==> src/rtl/dnn_pkg.sv <==
// Shared state type and width/reduction helpers for the DNN/GNN node engine.
// The helpers are evaluated at elaboration for port widths and in the output reduction path.
package dnn_pkg;

  typedef enum logic [2:0] {
    ST_IDLE,
    ST_L1_MAC,
    ST_L1_DRAIN,
    ST_WAIT_AGGR,
    ST_L2_MAC,
    ST_L2_DRAIN,
    ST_OUT_HOLD
  } dnn_eng_state_t;

  function automatic int h_w(input int x_w, input int w_w, input int n_in);
    return x_w + w_w + $clog2(n_in);
  endfunction

  function automatic int l2_w(input int agg_w, input int w_w, input int n_hid);
    return agg_w + w_w + $clog2(n_hid);
  endfunction

  function automatic int ceil_div(input int a, input int b);
    return (a + b - 1) / b;
  endfunction

  function automatic int max2(input int a, input int b);
    return (a > b) ? a : b;
  endfunction

  // Clamp to the signed out_w range when sat is set, otherwise keep the low out_w bits.
  function automatic logic signed [63:0] sat_trunc(input logic signed [63:0] v,
                                                   input int out_w, input bit sat);
    logic signed [63:0] hi;
    logic signed [63:0] lo;
    logic signed [63:0] res;
    hi  = (64'sd1 <<< (out_w - 1)) - 64'sd1;
    lo  = -hi - 64'sd1;
    res = v;
    if (sat) begin
      if (v > hi) res = hi;
      else if (v < lo) res = lo;
    end else begin
      res = (v <<< (64 - out_w)) >>> (64 - out_w);
    end
    return res;
  endfunction

endpackage

==> src/rtl/dnn_dot_lane.sv <==
// One dot-product lane: registered signed products followed by a combinational adder tree.
// Unused terms are fed zero weights by the caller so one lane width serves both layers.
module dnn_dot_lane #(
  parameter int N_TERMS = 4,
  parameter int A_W     = 17,
  parameter int W_W     = 5,
  parameter int SUM_W   = 24
) (
  input  logic                    clk,
  input  logic signed [A_W-1:0]   i_a [N_TERMS],
  input  logic signed [W_W-1:0]   i_w [N_TERMS],
  output logic signed [SUM_W-1:0] o_sum
);

  localparam int P_W = A_W + W_W;

  logic signed [P_W-1:0] r_prod [N_TERMS];

  always_ff @(posedge clk) begin
    for (int i = 0; i < N_TERMS; i++) begin
      r_prod[i] <= P_W'(i_a[i]) * P_W'(i_w[i]);
    end
  end

  always_comb begin
    o_sum = '0;
    for (int i = 0; i < N_TERMS; i++) begin
      o_sum = o_sum + SUM_W'(r_prod[i]);
    end
  end

endmodule

==> src/rtl/dnn_gnn_tmux_engine.sv <==
// Two-layer DNN/GNN node engine: LANES dot-product lanes are time-shared over a ReLU hidden
// layer and a linear output layer, with an external aggregation step between the two.
module dnn_gnn_tmux_engine
  import dnn_pkg::*;
#(
  parameter int N_IN  = 4,
  parameter int N_HID = 4,
  parameter int N_OUT = 2,
  parameter int LANES = 2,
  parameter int X_W   = 7,
  parameter int W_W   = 5,
  parameter int AGG_W = 17,
  parameter int OUT_W = 21,
  parameter int SAT   = 1
) (
  input  logic                                  clk,
  input  logic                                  rst,
  input  logic                                  in_valid,
  output logic                                  in_ready,
  input  logic [N_IN*X_W-1:0]                   x,
  input  logic [N_HID*N_IN*W_W-1:0]             w_l1,
  input  logic [N_OUT*N_HID*W_W-1:0]            w_l2,
  output logic                                  hid_valid,
  output logic [N_HID*h_w(X_W,W_W,N_IN)-1:0]    hid_relu,
  input  logic                                  aggr_valid,
  input  logic [N_HID*AGG_W-1:0]                aggr,
  output logic                                  out_valid,
  input  logic                                  out_ready,
  output logic [N_OUT*OUT_W-1:0]                out
);

  localparam int H_W    = h_w(X_W, W_W, N_IN);
  localparam int P1     = ceil_div(N_HID, LANES);
  localparam int P2     = ceil_div(N_OUT, LANES);
  localparam int N_T    = max2(N_IN, N_HID);
  localparam int SUM_W  = AGG_W + W_W + $clog2(N_T);
  localparam int PASS_W = $clog2(max2(P1, P2)) + 1;
  localparam logic [PASS_W-1:0] LAST1 = PASS_W'(P1 - 1);
  localparam logic [PASS_W-1:0] LAST2 = PASS_W'(P2 - 1);

  dnn_eng_state_t r_state;
  logic r_inReady, r_hidValid, r_outValid;
  logic r_wrEn, r_wrL2;
  logic [PASS_W-1:0] r_pass, r_wrPass;
  logic signed [X_W-1:0]   r_x    [N_IN];
  logic signed [W_W-1:0]   r_w1   [N_HID][N_IN];
  logic signed [W_W-1:0]   r_w2   [N_OUT][N_HID];
  logic signed [AGG_W-1:0] r_aggr [N_HID];
  logic signed [H_W-1:0]   r_hid  [N_HID];
  logic signed [OUT_W-1:0] r_out  [N_OUT];

  logic signed [AGG_W-1:0] w_a   [LANES][N_T];
  logic signed [W_W-1:0]   w_w   [LANES][N_T];
  logic signed [SUM_W-1:0] w_sum [LANES];

  // Lane l of the current pass works on node r_pass*LANES+l; nodes past the end see zero weights.
  always_comb begin
    for (int l = 0; l < LANES; l++) begin
      for (int i = 0; i < N_T; i++) begin
        w_a[l][i] = '0;
        w_w[l][i] = '0;
      end
      if (r_state == ST_L1_MAC) begin
        for (int i = 0; i < N_IN; i++) begin
          w_a[l][i] = AGG_W'(r_x[i]);
          for (int j = 0; j < N_HID; j++)
            if (j == int'(r_pass) * LANES + l) w_w[l][i] = r_w1[j][i];
        end
      end else if (r_state == ST_L2_MAC) begin
        for (int i = 0; i < N_HID; i++) begin
          w_a[l][i] = r_aggr[i];
          for (int k = 0; k < N_OUT; k++)
            if (k == int'(r_pass) * LANES + l) w_w[l][i] = r_w2[k][i];
        end
      end
    end
  end

  for (genvar l = 0; l < LANES; l++) begin : g_lane
    dnn_dot_lane #(.N_TERMS(N_T), .A_W(AGG_W), .W_W(W_W), .SUM_W(SUM_W)) u_lane (
      .clk  (clk),
      .i_a  (w_a[l]),
      .i_w  (w_w[l]),
      .o_sum(w_sum[l])
    );
  end

  // The write-back stage trails issue by one cycle, so r_wr* carries the pass that was issued.
  always_ff @(posedge clk) begin
    if (rst) begin
      r_state    <= ST_IDLE;
      r_inReady  <= 1'b1;
      r_hidValid <= 1'b0;
      r_outValid <= 1'b0;
      r_wrEn     <= 1'b0;
      r_wrL2     <= 1'b0;
      r_pass     <= '0;
      r_wrPass   <= '0;
      for (int j = 0; j < N_HID; j++) r_hid[j] <= '0;
      for (int k = 0; k < N_OUT; k++) r_out[k] <= '0;
    end else begin
      r_wrEn <= 1'b0;
      if (r_wrEn) begin
        for (int l = 0; l < LANES; l++) begin
          if (!r_wrL2) begin
            for (int j = 0; j < N_HID; j++)
              if (j == int'(r_wrPass) * LANES + l)
                r_hid[j] <= w_sum[l][SUM_W-1] ? '0 : w_sum[l][H_W-1:0];
          end else begin
            for (int k = 0; k < N_OUT; k++)
              if (k == int'(r_wrPass) * LANES + l)
                r_out[k] <= OUT_W'(sat_trunc(64'(w_sum[l]), OUT_W, SAT != 0));
          end
        end
      end
      case (r_state)
        ST_IDLE: begin
          if (in_valid) begin
            for (int i = 0; i < N_IN; i++) r_x[i] <= x[i*X_W +: X_W];
            for (int j = 0; j < N_HID; j++)
              for (int i = 0; i < N_IN; i++) r_w1[j][i] <= w_l1[(j*N_IN+i)*W_W +: W_W];
            for (int k = 0; k < N_OUT; k++)
              for (int j = 0; j < N_HID; j++) r_w2[k][j] <= w_l2[(k*N_HID+j)*W_W +: W_W];
            r_pass    <= '0;
            r_inReady <= 1'b0;
            r_state   <= ST_L1_MAC;
          end
        end
        ST_L1_MAC, ST_L2_MAC: begin
          r_wrEn   <= 1'b1;
          r_wrPass <= r_pass;
          r_wrL2   <= (r_state == ST_L2_MAC);
          if (r_state == ST_L1_MAC && r_pass == LAST1) r_state <= ST_L1_DRAIN;
          else if (r_state == ST_L2_MAC && r_pass == LAST2) r_state <= ST_L2_DRAIN;
          else r_pass <= r_pass + 1'b1;
        end
        ST_L1_DRAIN: begin
          r_hidValid <= 1'b1;
          r_state    <= ST_WAIT_AGGR;
        end
        ST_WAIT_AGGR: begin
          if (aggr_valid) begin
            for (int j = 0; j < N_HID; j++) r_aggr[j] <= aggr[j*AGG_W +: AGG_W];
            r_pass     <= '0;
            r_hidValid <= 1'b0;
            r_state    <= ST_L2_MAC;
          end
        end
        ST_L2_DRAIN: begin
          r_outValid <= 1'b1;
          r_state    <= ST_OUT_HOLD;
        end
        ST_OUT_HOLD: begin
          if (out_ready) begin
            r_outValid <= 1'b0;
            r_inReady  <= 1'b1;
            r_state    <= ST_IDLE;
          end
        end
        default: r_state <= ST_IDLE;
      endcase
    end
  end

  always_comb begin
    hid_relu = '0;
    out      = '0;
    for (int j = 0; j < N_HID; j++) hid_relu[j*H_W +: H_W] = r_hid[j];
    for (int k = 0; k < N_OUT; k++) out[k*OUT_W +: OUT_W] = r_out[k];
  end

  assign in_ready  = r_inReady;
  assign hid_valid = r_hidValid;
  assign out_valid = r_outValid;

endmodule
==> config.mk <==
export PLATFORM = sky130hd
export DESIGN_NAME = dnn_gnn_tmux_engine
export DESIGN_NICKNAME = d
export VERILOG_FILES = /design/src/rtl/dnn_pkg.sv /design/src/rtl/dnn_dot_lane.sv /design/src/rtl/dnn_gnn_tmux_engine.sv
export SDC_FILE = /design/constraint.sdc
export NUM_CORES = 2
export LEC_CHECK = 0
export CORE_ASPECT_RATIO = 1.2
export CORE_MARGIN = 2
export CORE_UTILIZATION = 40
export DETAILED_ROUTE_END_ITERATION = 7
export GPL_TIMING_DRIVEN = 0
export PLACE_DENSITY = 0.63
export SETUP_SLACK_MARGIN = 0.02
export SLEW_MARGIN = 20
export SYNTH_ARGS = -nofsm -noshare
export SYNTH_HDL_FRONTEND = slang
export SYNTH_SLANG_ARGS = --single-unit
==> constraint.sdc <==
create_clock -name clk -period 27.4 [get_ports clk]
set_input_delay 5.48 -clock clk [delete_from_list [all_inputs] [get_ports clk]]
set_output_delay 5.48 -clock clk [all_outputs]
set_load 0.1 [all_outputs]
Word-level counts from Yosys, hierarchy flattened
Memory sizes are Yosys's and may differ from the RTL's.
Index checks and enable logic that the tools add are counted.

storage, ports and cells
  memories = 8
  output and inout port bits = 101
  bits in writable memories = 490
  register bits = 12
  logic and storage cells = 225
  input port bits = 221

memories
  name                     depth  bits a word  rd ports  clocked after memory_dff  wr ports  line                       RTL
  g_lane[0].u_lane.r_prod  4      22           4         0                         4         dnn_dot_lane.sv:17         logic signed [P_W-1:0] r_prod [N_TERMS];
  g_lane[1].u_lane.r_prod  4      22           4         0                         4         dnn_dot_lane.sv:17
  r_w1                     4      20           4         0                         4         dnn_gnn_tmux_engine.sv:46  logic signed [W_W-1:0] r_w1 [N_HID][N_IN];
  r_aggr                   4      17           4         0                         4         dnn_gnn_tmux_engine.sv:48  logic signed [AGG_W-1:0] r_aggr [N_HID];
  r_hid                    4      14           4         0                         4         dnn_gnn_tmux_engine.sv:49  logic signed [H_W-1:0] r_hid [N_HID];
  r_out                    2      21           2         0                         2         dnn_gnn_tmux_engine.sv:50  logic signed [OUT_W-1:0] r_out [N_OUT];
  +2 memories              --     --           --        --                        --        --

operators by class
  equality and inequality tests = 21
  multipliers = 8
  magnitude comparators = 4
  multiplexer cells = 140
  reduce and logical (&&, ||, !) cells = 18
  $add $sub $neg = 9
  bitwise operators = 9

operator list
  cell                                                             count
  2-to-1 mux 21 bit                                                19
  2-to-1 mux 5 bit                                                 36
  multiplier 17 x 5 -> 22 bit                                      8
  2-to-1 mux 68 bit                                                2
  == test 3 x 32 -> 1 bit, first input constant                    4
  logical NOT 32 bit                                               4
  2-to-1 mux 14 bit                                                8
  2-to-1 mux 20 bit                                                4
  2-to-1 mux 1 bit                                                 57
  adder 23 x 22 -> 24 bit                                          2
  adder 24 x 22 -> 24 bit                                          2
  greater-than comparator 24 x 21 -> 1 bit, second input constant  2
  < comparator 24 x 21 -> 1 bit, second input constant             2
  adder 22 x 22 -> 23 bit                                          2
  one-hot mux 3 bit (6 select lines)                               1
  2-to-1 mux 3 bit                                                 5
  inequality test 2 bit, second input constant                     5
  == test 3 bit, second input constant                             3
  bitwise OR 1 bit                                                 9
  adder 3 x 1 -> 4 bit, second input constant                      2
  == test 1 x 4 -> 1 bit, first input constant                     2
  2-to-1 mux 2 bit                                                 4
  == test 3 x 2 -> 1 bit, second input constant                    2
  one-hot mux 1 bit (2 select lines)                               3
  other kinds (16)                                                 21

Longest topological paths before layout
An unclocked memory read counts as a cell.

  word-level depth = 13
  gate-level depth with buffers = 27
  gate-level depth less buffers = 24

By module
From an unflattened synthesis, not the netlist that was laid out.

second synthesis, totals
  cell total of the unflattened synthesis = 4357
  area total of the unflattened synthesis = 44535.2 um2

by module, submodules not included
  module                            sequential area each (um2)  cells an instance  times used  area each (um2)
  dnn_dot_lane at g_lane[1].u_lane  1761.7                      1820               1           16165.5
  dnn_dot_lane at g_lane[0].u_lane  1761.7                      1827               1           16128.0
  dnn_gnn_tmux_engine               9669.3                      710                1           12241.7

Least setup slack after synthesis
No wires, ideal clock.

  path kind = input to register
  start = input port rst
  end = memory r_w1[0][0] (netlist name), enable pin
  data arrival time = 15.958 ns
  setup slack = 10.605 ns
  required time = 26.563 ns
  stages on the path = 3
  setup time = 0.837 ns
  path buffers = 2
  cells stage by stage = clkbuf_1 clkbuf_1 nor3_1

RTL lines
  what                line                       RTL
  start: declaration  dnn_gnn_tmux_engine.sv:17  input logic rst,
  end: declaration    dnn_gnn_tmux_engine.sv:46

==> flow_summary.yaml <==
die:
  die_w_um: 306
  start_util_pct: 40.5
  die_h_um: 366
  die-area_mm2: 0.112
  row_count: 132
  core_mm2: 0.108
  pin_count: 322
routing:
  vias: 32234
  drt-pass1-iter-count: 6
  wl_per_cell_um: 18.9
  wl_met1_mm: 51.8
  drt.antenna.violating_nets: 0
  drt-initial-drc-count: 1860
  routed.top_layer: "met5"
  remaining_drc_errors: 0
  wl_met2_mm: 58.7
  via_per_inst: 4.96
  finalWirelength_mm: 123
  wl_met3_mm: 7.68
global_routing:
  antenna_found_initial: 7
  grt_max_degree: 43
  grt_pass1_wl_mm: 188
  grt_pass1_vias: 33060
  grt_usage_pct: 22.1
  overflow: 0
timing:
  finalCritPeriodShare_pct: 29.7
  period_needed_ns: 8.15
  fmax_mhz: 123
  tightest_slew_ns: 1.16
  slew_headroom_pct: 22.7
  skew_ns: 0.0220
  timing.final.ws_setup_ns: 19.25
  rsz0062_at_grt: "no"
  setup_tns_ns: 0
  drv_slew: 0
  hold_viol: 0
  worst_hold_slack_ns: 0.476
  setup_viol_count_final: 0
clock_network:
  insertion_delay_ns: 0.67
  cts_sinks: 502
  cts_buffers: 56
  root_buffer: "clkbuf_16"
  cts.htree.levels: 2
  cts_setup_buffers: 0
  cts-resized-gates: 0
  cts_hold_buf: 0
  cts_tree: "yes"
  clk_path_buf_depth: 3
  clk_pin_slew_ns: 0.06
cells_and_area:
  multi_input_area_mm2: 0.0263
  fillers: 10255
  stdcell_area_mm2: 0.0512
  syn2layout_area_growth_pct: 16.9
  drive_gt1_share_pct: 6.12
  nNetsFinal: 6132
  seq_area_mm2: 0.0132
  final_util_pct: 47.3
synth:
  synth-compound-area-share_pct: 8.27
  synth.ff_latch_count: 502
  muxShareOfSynthArea_pct: 0.277
  synthArstFlopShare_pct: 0
  syn_avg_cell_area_um2: 9.52
  synth_area_leaders: "fa_1 24%, edfxtp_1 22%, ha_1 10%"
  yosysMostFrequentCell: "inv_1"
  synth_area_mm2: 0.0438
  synthXorXnorAreaFrac_pct: 3.96
  syn-num-nets: 5695
  ys_warn_count: 0
  yosys.area.top_type_share_pct: 23.5
  synth.yosys.seq_area_share_pct: 30.1
  synth_top_family_by_area: "adder cells"
  ys_types: 88
  synthAdderAreaFrac_pct: 33.8
  synth_top_area_cell: "fa_1"
  ys.flop_type: "edfxtp_1"
  synthSimpleGateAreaFrac_pct: 13.5
  synthCells: 4600
  ys_top_cells_by_count: "1062 x inv_1, 640 x nor2_1, 514 x fa_1"
  synth_edf_count: 314
place:
  place_congestion: 0.919
  dpl.hpwl_mm: 103
  placed_area_mm2: 0.0493
  pre_cts_slack_ns: 18.62
  portBuffers: 321
setup_path:
  end_kind: "flop"
  critPathRequiredTime_ns: 27.76
  slowest_stage: "nor3_2"
  worstPathCellList: "clkdlybuf4s50_1 -> clkbuf_1 -> clkbuf_1 -> nor3_2 -> buf_6 -> buf_4 -> buf_4 -> buf_4 -> buf_4"
  path_class: "input port to flop"
  cpPeakStageDelay_ns: 0.68
  critPathLaunchType: "input port"
  path_buf_inv: 8
  cp_top_family: "buffers and inverters"
  cp_common_cell: "buf_4"
  cp_max_fo: 11
  arrival_ns: 8.51
power_and_ir_drop:
  p_leak_nw: 22.6
  ir_worst_vdd_mv: 0.0825
  pwr_density_cell_mw_per_mm2: 82.7
job:
  maxCapViolations: 0
hold_path:
  hold_path_class: "flop to flop"
status:
  outcome: "finished, final reports clean"
[where the power goes]
| group | internal, W | switching (W) |
|---|---|---|
| clock | 0.000419 | 0.000337 |
| combinational | 0.000882 | 0.00164 |
| sequential | 0.000920 | 0.0000361 |
[metrics by stage]
step	cells	power (W)
6_report	6493	0.00423
3_3_place_gp	6328	0.00343
4_1_cts	6485	0.00425
5_1_grt	6492	0.00455
2_1_floorplan	4600	0.00269
3_5_place_dp	6379	0.00348
[final timing paths]
path | cells past startpoint | to | start | slack (ns)
setup / recovery | 9 | r_x[0][6]$_DFFE_PP_ | rst | 19.25
setup reg to reg | 23 | g_lane[1].u_lane.r_prod[3][15]$_DFF_P_ | r_pass[0]$_SDFFE_PP0P_ | 19.71
hold / removal | 2 | hid_valid$_SDFFE_PP0P_ | hid_valid$_SDFFE_PP0P_ | 0.48
hold reg to reg | 2 | hid_valid$_SDFFE_PP0P_ | hid_valid$_SDFFE_PP0P_ | 0.48
[tightest hold or removal path: stages (launching register included)]
cell and delay [ns]:
dfxtp_1 0.30, o21ai_0 0.06, a21oi_1 0.06
[state kept, by name, indices dropped and copies added (netlist names), 2 cells and up]
name,cells
r_aggr,68
r_hid,56
g_lane.u_lane.r_prod,176
r_x,28
r_state,3
r_w1,80
r_pass,2
r_wrPass,2
r_w2,40
r_out,42
[per-layer routing]
layer / GRT usage, % / vias up
met5: 0 / -
met4: 8.13 / 4
met3: 3.63 / 165
met2: 37.8 / 995
met1: 27.9 / 15737
li1: - / 15333
[cell usage in the layout, fill, tap and decap left out, types with 22 or more instances in the layout]
cell / count
inv_1: 1062
nor2_1: 639
fa_1: 514
ha_1: 360
clkdlybuf4s50_1: 321
edfxtp_1: 314
dfxtp_1: 188
nand2_1: 178
a21oi_1: 156
xnor2_1: 143
o21ai_0: 129
nor2b_1: 108
clkbuf_1: 86
or2_2: 83
nor3_1: 70
clkbuf_16: 58
a22oi_1: 57
xor2_1: 55
a21o_1: 48
nand2b_1: 46
nand3_1: 43
buf_4: 40
and2_1: 31
or3_1: 22
[area by class of cell]
class / instances / area share (%)
multi-input cells: 2939 / 51.4
flip-flops and latches: 502 / 25.8
inverters: 1062 / 7.79
repair buffers: 379 / 7.20
well taps: 1407 / 3.44
clock buffers: 76 / 3.08
plain buffers: 97 / 0.795
clock inverters: 30 / 0.482
diodes: 1 / 0.00489
[cell families (layout without fill, tap and decap cells)]
logic type | count (synthesis) | count (layout)
simple gates | 1284 | 1284
buf+inv | 1159 | 1644
fa+ha+maj | 874 | 874
compound gates | 571 | 571
flops | 502 | 502
xor+xnor | 198 | 198
mux | 12 | 12
other cells | 0 | 1
No activity file was read; power rests on OpenSTA's default activity.
